--- config.mk ---
export PLATFORM = sky130hd
export DESIGN_NAME = cv32e40n_data_mem_arbiter
export DESIGN_NICKNAME = d
export VERILOG_FILES = /design/src/rtl/cv32e40n_arb_pkg.sv /design/src/rtl/cv32e40n_arb_id_fifo.sv /design/src/rtl/cv32e40n_data_mem_arbiter.sv
export SDC_FILE = /design/constraint.sdc
export NUM_CORES = 1
export LEC_CHECK = 0
export CAP_MARGIN = 20
export CORE_AREA = 2 2 141 143
export CTS_CLUSTER_DIAMETER = 60
export DETAILED_ROUTE_END_ITERATION = 8
export DIE_AREA = 0 0 143 145
export PLACE_DENSITY = 0.57
export RECOVER_POWER = 50
export SLEW_MARGIN = 10
export SYNTH_ARGS = -nofsm -noshare
export SYNTH_HDL_FRONTEND = slang
export SYNTH_HIERARCHICAL = 1
export SYNTH_SLANG_ARGS = --single-unit
--- constraint.sdc ---
create_clock -name clk_i -period 1.95 [get_ports clk_i]
set_input_delay 0.195 -clock clk_i [delete_from_list [all_inputs] [get_ports clk_i]]
set_output_delay 0.195 -clock clk_i [all_outputs]
set_load 0.005 [all_outputs]
--- src/rtl/cv32e40n_arb_pkg.sv ---
// Shared types for the CV32E40N data memory arbiter: master IDs and the OBI request payload.
package cv32e40n_arb_pkg;

  typedef enum logic {
    MST_CORE = 1'b0,
    MST_VEC  = 1'b1
  } arb_master_e;

  typedef struct packed {
    logic        we;
    logic [3:0]  be;
    logic [31:0] addr;
    logic [31:0] wdata;
  } obi_req_t;

endpackage

--- src/rtl/cv32e40n_arb_id_fifo.sv ---
// In-order FIFO of 1-bit master IDs, one entry per accepted-but-unanswered transaction.
module cv32e40n_arb_id_fifo
  import cv32e40n_arb_pkg::*;
#(
  parameter  int unsigned DEPTH = 2,
  localparam int unsigned PTR_W = (DEPTH > 1) ? $clog2(DEPTH) : 1,
  localparam int unsigned CW    = $clog2(DEPTH + 1)
) (
  input  logic          clk_i,
  input  logic          rst_ni,
  input  logic          push_i,
  input  arb_master_e   push_mst_i,
  input  logic          pop_i,
  output logic          full_o,
  output logic          empty_o,
  output logic [CW-1:0] count_o,
  output arb_master_e   head_o
);

  logic [DEPTH-1:0] mem_q, mem_d;
  logic [PTR_W-1:0] wptr_q, wptr_d;
  logic [PTR_W-1:0] rptr_q, rptr_d;
  logic [CW-1:0]    cnt_q, cnt_d;

  function automatic logic [PTR_W-1:0] ptr_next(input logic [PTR_W-1:0] p);
    return (p == PTR_W'(DEPTH - 1)) ? '0 : p + 1'b1;
  endfunction

  always_comb begin
    mem_d  = mem_q;
    wptr_d = wptr_q;
    rptr_d = rptr_q;
    cnt_d  = cnt_q;
    if (push_i) begin
      mem_d[wptr_q] = push_mst_i;
      wptr_d        = ptr_next(wptr_q);
    end
    if (pop_i) begin
      rptr_d = ptr_next(rptr_q);
    end
    unique case ({push_i, pop_i})
      2'b10:   cnt_d = cnt_q + 1'b1;
      2'b01:   cnt_d = cnt_q - 1'b1;
      default: cnt_d = cnt_q;
    endcase
  end

  always_ff @(posedge clk_i or negedge rst_ni) begin
    if (!rst_ni) begin
      mem_q  <= '0;
      wptr_q <= '0;
      rptr_q <= '0;
      cnt_q  <= '0;
    end else begin
      mem_q  <= mem_d;
      wptr_q <= wptr_d;
      rptr_q <= rptr_d;
      cnt_q  <= cnt_d;
    end
  end

  assign full_o  = (cnt_q == CW'(DEPTH));
  assign empty_o = (cnt_q == '0);
  assign count_o = cnt_q;
  assign head_o  = arb_master_e'(mem_q[rptr_q]);

endmodule

--- src/rtl/cv32e40n_data_mem_arbiter.sv ---
// Arbitrates the core LSU and vector unit onto one OBI data port and routes responses in order.
// Optional grant/stall counters are built when CV32E40N_ARB_PERF_CNT_EN is defined.
module cv32e40n_data_mem_arbiter
  import cv32e40n_arb_pkg::*;
#(
  parameter int unsigned MAX_OUTSTANDING = 2,
  parameter int unsigned CNT_W           = 16
) (
  input  logic             clk_i,
  input  logic             rst_ni,
  input  logic             core_req_i,
  output logic             core_gnt_o,
  output logic             core_rvalid_o,
  input  logic             core_we_i,
  input  logic [3:0]       core_be_i,
  input  logic [31:0]      core_addr_i,
  input  logic [31:0]      core_wdata_i,
  output logic [31:0]      core_rdata_o,
  input  logic             vec_req_i,
  output logic             vec_gnt_o,
  output logic             vec_rvalid_o,
  input  logic             vec_we_i,
  input  logic [3:0]       vec_be_i,
  input  logic [31:0]      vec_addr_i,
  input  logic [31:0]      vec_wdata_i,
  output logic [31:0]      vec_rdata_o,
  input  logic             vec_lock_i,
  output logic             data_req_o,
  input  logic             data_gnt_i,
  input  logic             data_rvalid_i,
  output logic             data_we_o,
  output logic [3:0]       data_be_o,
  output logic [31:0]      data_addr_o,
  output logic [31:0]      data_wdata_o,
  input  logic [31:0]      data_rdata_i,
  output logic             err_o,
  output logic [CNT_W-1:0] perf_core_gnt_o,
  output logic [CNT_W-1:0] perf_vec_gnt_o,
  output logic [CNT_W-1:0] perf_stall_o
);

  localparam int unsigned FCW = $clog2(MAX_OUTSTANDING + 1);

  logic          fifo_full, fifo_empty;
  logic [FCW-1:0] fifo_count_unused;
  arb_master_e   fifo_head;

  logic          core_elig, vec_elig;
  logic          win_valid, accept, pop;
  arb_master_e   win_mst;
  obi_req_t      core_s, vec_s, fwd;

  arb_master_e   last_winner_q, last_winner_d;
  logic          held_valid_q, held_valid_d;
  arb_master_e   held_mst_q, held_mst_d;
  logic          err_q, err_d;

  assign core_s = '{we: core_we_i, be: core_be_i, addr: core_addr_i, wdata: core_wdata_i};
  assign vec_s  = '{we: vec_we_i,  be: vec_be_i,  addr: vec_addr_i,  wdata: vec_wdata_i};

  assign core_elig = core_req_i & ~vec_lock_i & ~fifo_full;
  assign vec_elig  = vec_req_i & ~fifo_full;

  // A stalled winner keeps the port only while it is still eligible; a lock drops a stalled core.
  always_comb begin
    win_valid = core_elig | vec_elig;
    win_mst   = MST_CORE;
    if (held_valid_q && ((held_mst_q == MST_CORE && core_elig) ||
                         (held_mst_q == MST_VEC  && vec_elig))) begin
      win_mst = held_mst_q;
    end else if (core_elig && vec_elig) begin
      win_mst = (last_winner_q == MST_VEC) ? MST_CORE : MST_VEC;
    end else if (vec_elig) begin
      win_mst = MST_VEC;
    end
  end

  always_comb begin
    fwd = '0;
    if (win_valid) begin
      fwd = (win_mst == MST_VEC) ? vec_s : core_s;
    end
  end

  assign accept       = win_valid & data_gnt_i;
  assign data_req_o   = win_valid;
  assign data_we_o    = fwd.we;
  assign data_be_o    = fwd.be;
  assign data_addr_o  = fwd.addr;
  assign data_wdata_o = fwd.wdata;
  assign core_gnt_o   = accept & (win_mst == MST_CORE);
  assign vec_gnt_o    = accept & (win_mst == MST_VEC);

  assign pop           = data_rvalid_i & ~fifo_empty;
  assign core_rvalid_o = pop & (fifo_head == MST_CORE);
  assign vec_rvalid_o  = pop & (fifo_head == MST_VEC);
  assign core_rdata_o  = data_rdata_i;
  assign vec_rdata_o   = data_rdata_i;

  always_comb begin
    last_winner_d = accept ? win_mst : last_winner_q;
    held_valid_d  = win_valid & ~data_gnt_i;
    held_mst_d    = win_mst;
    err_d         = err_q | (data_rvalid_i & fifo_empty);
  end

  always_ff @(posedge clk_i or negedge rst_ni) begin
    if (!rst_ni) begin
      last_winner_q <= MST_VEC;
      held_valid_q  <= 1'b0;
      held_mst_q    <= MST_CORE;
      err_q         <= 1'b0;
    end else begin
      last_winner_q <= last_winner_d;
      held_valid_q  <= held_valid_d;
      held_mst_q    <= held_mst_d;
      err_q         <= err_d;
    end
  end

  assign err_o = err_q;

  cv32e40n_arb_id_fifo #(
    .DEPTH (MAX_OUTSTANDING)
  ) u_id_fifo (
    .clk_i      (clk_i),
    .rst_ni     (rst_ni),
    .push_i     (accept),
    .push_mst_i (win_mst),
    .pop_i      (pop),
    .full_o     (fifo_full),
    .empty_o    (fifo_empty),
    .count_o    (fifo_count_unused),
    .head_o     (fifo_head)
  );

`ifdef CV32E40N_ARB_PERF_CNT_EN
  logic [CNT_W-1:0] perf_core_q, perf_core_d;
  logic [CNT_W-1:0] perf_vec_q, perf_vec_d;
  logic [CNT_W-1:0] perf_stall_q, perf_stall_d;

  always_comb begin
    perf_core_d  = perf_core_q;
    perf_vec_d   = perf_vec_q;
    perf_stall_d = perf_stall_q;
    if (core_gnt_o && !(&perf_core_q)) perf_core_d = perf_core_q + 1'b1;
    if (vec_gnt_o && !(&perf_vec_q))   perf_vec_d  = perf_vec_q + 1'b1;
    if ((core_req_i | vec_req_i) && !accept && !(&perf_stall_q)) begin
      perf_stall_d = perf_stall_q + 1'b1;
    end
  end

  always_ff @(posedge clk_i or negedge rst_ni) begin
    if (!rst_ni) begin
      perf_core_q  <= '0;
      perf_vec_q   <= '0;
      perf_stall_q <= '0;
    end else begin
      perf_core_q  <= perf_core_d;
      perf_vec_q   <= perf_vec_d;
      perf_stall_q <= perf_stall_d;
    end
  end

  assign perf_core_gnt_o = perf_core_q;
  assign perf_vec_gnt_o  = perf_vec_q;
  assign perf_stall_o    = perf_stall_q;
`else
  assign perf_core_gnt_o = '0;
  assign perf_vec_gnt_o  = '0;
  assign perf_stall_o    = '0;
`endif

endmodule

======== Word level (Yosys, flattened, before mapping) ========
Index checks and enable logic that the tools add are counted.
word-level totals
  latch bits .............................. 0
  flip-flop bits (word level) ............. 10
  output and inout bits ................... 187
  RAM bits ................................ 0
  logic and storage cells ................. 60
  memories ................................ 0
  bits of input ports ..................... 177
  bits in read-only memories .............. 0
cells by class
  equal/unequal tests ..................... 3
  shift-type cells ........................ 0
  bitwise gates (word level) .............. 20
  multiplexer cells ....................... 14
  order comparisons ....................... 3
  reductions and logical operators ........ 8
  $add $sub $neg .......................... 4
  multipliers ............................. 0
  divide/modulo/power cells ............... 0
operator list
  operator                                                               count
  69-bit two-way mux                                                     2
  1-bit AND                                                              11
  1-bit two-way mux                                                      9
  1-bit inverter                                                         7
  1-bit logical AND                                                      5
  2-bit equality test, second input constant                             2
  1-bit by 2-bit < comparator with 1-bit output, second input constant   2
  2-bit case mux with 2 select lines                                     1
  1-bit adder, second input constant                                     2
  2-bit by 1-bit adder with 2-bit output, second input constant          1
  2-bit bitwise mux                                                      1
  2-bit by 1-bit equality test with 1-bit output, second input constant  1
  2-bit logical NOT                                                      1
  1-bit OR                                                               2
  2-bit nonzero test                                                     1
  2-bit by 1-bit subtractor with 2-bit output, second input constant     1
  1-bit demux with 1-bit select                                          1
  1-bit greater-or-equal comparator, second input constant               1
  1-bit logical OR                                                       1

======== Longest topological paths before layout ========
  word-level depth ........................ 9
  depth in mapped cells ................... 10
  depth with buffers taken out ............ 8

======== Hierarchy ========
The synthesis kept the hierarchy.
by module, submodules not included
  module                     sequential area each (sq um)  area each (sq um)  instances  cells an instance
  cv32e40n_data_mem_arbiter  101.3                         3427.0             1          497
  cv32e40n_arb_id_fifo       150.1                         267.8              1          21

======== Least setup slack after synthesis ========
Ideal clock, no wire load.
  path kind ............................... reg2reg
  start ................................... reg u_id_fifo.cnt_q[0], in the netlist u_id_fifo/count_o[0]
  end ..................................... reg u_id_fifo.cnt_q[1], in the netlist u_id_fifo/count_o[1]
  path buffers ............................ 1
  setup time .............................. 0.079 ns
  slack ................................... 0.092 ns
  clock period less this slack ............ 1.858 ns
  arrival ................................. 1.779 ns
  data required time ...................... 1.871 ns
  cell stages (with the launch flop) ...... 9
  cells stage by stage .................... dfrtp_1 and2b_2 clkbuf_2 nand2b_1 nor2_1 inv_1 ha_1 nor2_1 xor2_1
on the way
  word-level cells in the longest chain between the ends .. 7
  elaborated cells between the ends (all ways) .. 15
  those cells by class .................... add/sub (2); eq/ne (3); mux (1); bitwise (7); reduce/logical (2)
ends and longest elaborated chain
  element                                                                                       RTL line                                                          text
  start, declared                                                                               cv32e40n_arb_id_fifo.sv:23                                        logic [CW-1:0] cnt_q, cnt_d;
  start signal, assigned                                                                        cv32e40n_arb_id_fifo.sv:58                                        cnt_q <= cnt_d;
  2-bit equality test (*)                                                                       cv32e40n_arb_id_fifo.sv:62                                        assign full_o = (cnt_q == CW'(DEPTH));
  named net fifo_full                                                                           cv32e40n_data_mem_arbiter.sv:44                                   logic fifo_full, fifo_empty;
  1-bit inverter (*)                                                                            cv32e40n_data_mem_arbiter.sv:61, cv32e40n_data_mem_arbiter.sv:62
  1-bit AND (on tied branches)                                                                  cv32e40n_data_mem_arbiter.sv:61, cv32e40n_data_mem_arbiter.sv:62
  1-bit OR (*)                                                                                  cv32e40n_data_mem_arbiter.sv:66                                   win_valid = core_elig | vec_elig;
  1-bit AND (*)                                                                                 cv32e40n_data_mem_arbiter.sv:85                                   assign accept = win_valid & data_gnt_i;
  named net accept                                                                              cv32e40n_data_mem_arbiter.sv:49                                   logic win_valid, accept, pop;
  2-bit by 1-bit equality test with 1-bit output / 2-bit equality test (equally long branches)  cv32e40n_arb_id_fifo.sv:41                                        unique case ({push_i, pop_i})
  2-bit case mux with 2 select lines / 2-bit nonzero test (equally long branches)               -
The timed path passes the listed nets; every way through them passes the cells marked *.
A chain may end at the register's enable or synchronous reset.

======== Worst setup path in the final report ========
  start ................................... reg u_id_fifo.cnt_q[0], in the netlist u_id_fifo/count_o[0]
  end ..................................... out data_addr_o[6]
on the way
  word-level cells in the longest chain between the ends .. 9
  elaborated cells between the ends (all ways) .. 15
  those cells by class .................... eq/ne (1); mux (5); bitwise (4); reduce/logical (5)
ends and longest elaborated chain
  element                               RTL line                                                          text
  2-bit equality test (*)               cv32e40n_arb_id_fifo.sv:62
  named net fifo_full                   cv32e40n_data_mem_arbiter.sv:44
  1-bit inverter (*)                    cv32e40n_data_mem_arbiter.sv:61, cv32e40n_data_mem_arbiter.sv:62
  1-bit AND (on tied branches)          cv32e40n_data_mem_arbiter.sv:61, cv32e40n_data_mem_arbiter.sv:62
  1-bit logical AND (on tied branches)  cv32e40n_data_mem_arbiter.sv:68, cv32e40n_data_mem_arbiter.sv:69
  1-bit logical OR                      cv32e40n_data_mem_arbiter.sv:68                                   if (held_valid_q && ((held_mst_q == MST_CORE && core_elig) ||
  1-bit logical AND                     cv32e40n_data_mem_arbiter.sv:68
  1-bit two-way mux                     cv32e40n_data_mem_arbiter.sv:68
  69-bit two-way mux                    cv32e40n_data_mem_arbiter.sv:81                                   fwd = (win_mst == MST_VEC) ? vec_s : core_s;
  69-bit two-way mux (*)                cv32e40n_data_mem_arbiter.sv:80                                   if (win_valid) begin
  end, declared                         cv32e40n_data_mem_arbiter.sv:33                                   output logic [31:0] data_addr_o,
Marks and branches as above.

==> out/results.ini <==
[setup_path]
cp.required_ps=1750
critPathCaptureType=primary output
critical_path_class=flop to primary output
cp.arrival_ps=1970
cp_max_fo=7
startpoint_type=flop
critPathMaxStageDelay_ps=370
cp_common_cell=buf_6
path_delay_family=buffers and inverters
rrSetupSlack_ps=10
cp_cell_sequence=and2b_2 -> buf_6 -> nor2b_4 -> buf_8 -> buf_6 -> buf_6 -> clkbuf_16 -> a32oi_1 -> nand3_1 -> buf_2
slowest_stage=dfrtp_1
crit_buf_inv=6

[clock_network]
cts.path.max_buffers=2
clock_latency_ps=240
tritoncts=built
clk_pin_slew_ps=40
cts_root_buf=clkbuf_16
cts_buffers=3
htreeDepth=1
ctsHoldBuffers=0
cts_sinks=10

[yosys]
synth_cell_types=29
yosysSeqAreaShare_pct=6.81
synth_commonest_cells=buf_4, a32oi_1, nand3_1, nand4_1, o2111ai_1
synth_area_um2=3690
synth-seq-cells=10
yosys-top-cells-area=buf_4, a32oi_1, o2111ai_1
synth_top_cell_by_area=buf_4
yosysWarnings=6
synth_flop_cell=dfrtp_1
synth-edff-count=0
synth_cells=518
async_flop_share_pct=100
syn_area_per_cell_um2=7.13
synth_most_common_cell=buf_4
synth_top_area_share_pct=23.4

[grt]
grt_first_pass_wirelength_um=28200
met3_usage_pct=4.55
use_met2_pct=28.1
grt_overflow_total=0
grt_pass1_vias=4973
grt.busiest_layer=met2
grt_usage_pct=16.7
met1_usage_pct=20.8
grt_max_degree=35
antenna_found_initial=1

[sta]
setup_tns_ps=-8850
slew_viol_final=0
layout_setup_ws_ps=-217
fin_crit_sh_pct=111
max_freq_mhz=462
relSlewSlack_pct=66.6
hold_viol=0
fin_crit_ps=2170
rsz0062_at_grt=yes
tightest_slew_ps=499
clock_skew_ps=0.707
final-setup-viol-count=69

[min_path]
hold_path_class=input port to asynchronous set/reset pin

[route]
wl_um=19900
drtIter0Drc=292
drtAntennaViolNets=0
drc=0
routed_via_density=5.38
wl_per_cell_um=20.2
vias=5298
dr.pass1.iters=5

[die]
dieArea_um2=20700
io_pins=364
initial_core_util_pct=19.2
core_um2=19200
rows=51
dieHeight_um=145
die_x_um=143

[power_and_ir_drop]
peakVddDrop_v=0.000537
seq_power_share_pct=5.3
leakage_nw=2.83
p_sw_mw=3.05
combPwrFrac_pct=88.6
pwr_density_cell_nw_per_um2=953
p_sw_share_pct=45.6
clkPwrFrac_pct=6.0
internal_power_mw=3.63

[final_layout]
finalNonFillerCells=985
syn2layout_area_growth_pct=89.6
post_route_cells_drive_above_1_share_pct=34.2
nNetsFinal=898

[flow_run]
max_cap_viol_count=0

[placement]
post-dp-hpwl_um=12100
placedCellCount=913
detailedPlace.worstSlack_ps=-417
portBuffers=219
place_congestion=0.765

[run_status]
status=complete, but fails checks
violations=setup timing

metal layers:
layer  share of wire, %  routed length (µm)  vias to the layer above
met1                 41                8110                     2547
met2                 48                9490                      325
met4                2.4                 480                        0
met5                  0                   0                        -
li1                   -                   -                     2382
met3                9.3                1850                       44
kinds of logic after synthesis:
kind of cell | count (synthesis) | synth area share [%]
xor+xnor | 5 | 1.19
mux | 3 | 0.914
fa+ha+maj | 1 | 0.339
compound gates | 141 | 33.3
simple gates | 164 | 25.3
flops | 10 | 6.81
buf+inv | 193 | 32.1
other cells | 1 | 0.101
flip-flops by register name, summed over array words and instances, names as in the netlist:
register	flops
err_o	1
u_id_fifo/count_o	2
held_valid_q	1
held_mst_q	1
u_id_fifo/rptr_q	1
u_id_fifo/mem_q	2
last_winner_q	1
u_id_fifo/wptr_q	1
per-stage QoR:
stage | hold slack [ps] | total power [mW] | utilization, % | area (µm²)
floorplan | -101 | 2.58 | - | 3870
global placement | 390 | 5.05 | 30.9 | 5940
detailed placement | 390 | 5.04 | 30.9 | 5940
CTS | 320 | 6.04 | 34.1 | 6540
global route | 334 | 7.07 | 36.5 | 7000
finish | 298 | 6.68 | 36.5 | 7010
final cells by class:
cell class                 instances  area (µm²)
fill                            1979       12200
timing repair buffer             339        3560
multi-input combinational        362        2730
tap                              265         332
sequential                        10         251
clock buffer                       4        88.8
inverter                           3        27.5
timing repair inverter             1        16.3
antenna                            1        2.50
path summary, 6_finish.rpt:
kind                                                  startpoint                               end  cells after the start
worst max-delay path            u_id_fifo/count_o[0]$_DFFE_PN0P_                    data_addr_o[6]                     10
worst min-delay path                                      rst_ni                   err_o$_DFF_PN0_                      1
worst max register to register  u_id_fifo/count_o[1]$_DFFE_PN0P_  u_id_fifo/count_o[1]$_DFFE_PN0P_                     11
worst min register to register                   err_o$_DFF_PN0_                   err_o$_DFF_PN0_                      1
max in group asynchronous                                 rst_ni         last_winner_q$_DFFE_PN1P_                      1
min in group clk_i                              data_rdata_i[13]                   vec_rdata_o[13]                      0
layout by cell type (no fill, tap or decap), types with 25 or more instances in the layout:
cell type	instances
nand4_1	69
o2111ai_1	61
buf_2	65
conb_1	48
buf_6	40
nand3_1	68
a32oi_1	50
buf_4	31
clkdlybuf4s50_1	146
buf_12	25
repair_timing:
action                                  in CTS  in global routing
buffers inserted                            39                 22
cloned                                      10                  8
gates resized for setup                    307                 88
endpoints found under the hold margin        0                  0
pin swaps                                   74                 91
endpoints found under the setup margin      73                 72
power by group through the flow:
stage / sequential [mW] / combinational, mW / clock [mW]
5_1_grt: 0.369 / 6.28 / 0.426
3_3_place_gp: 0.354 / 4.70 / 0
4_1_cts: 0.359 / 5.27 / 0.415
2_1_floorplan: 0.352 / 2.23 / 0
3_5_place_dp: 0.362 / 4.68 / 0
6_report: 0.357 / 5.92 / 0.403
Power figures use the tool's default switching activity.
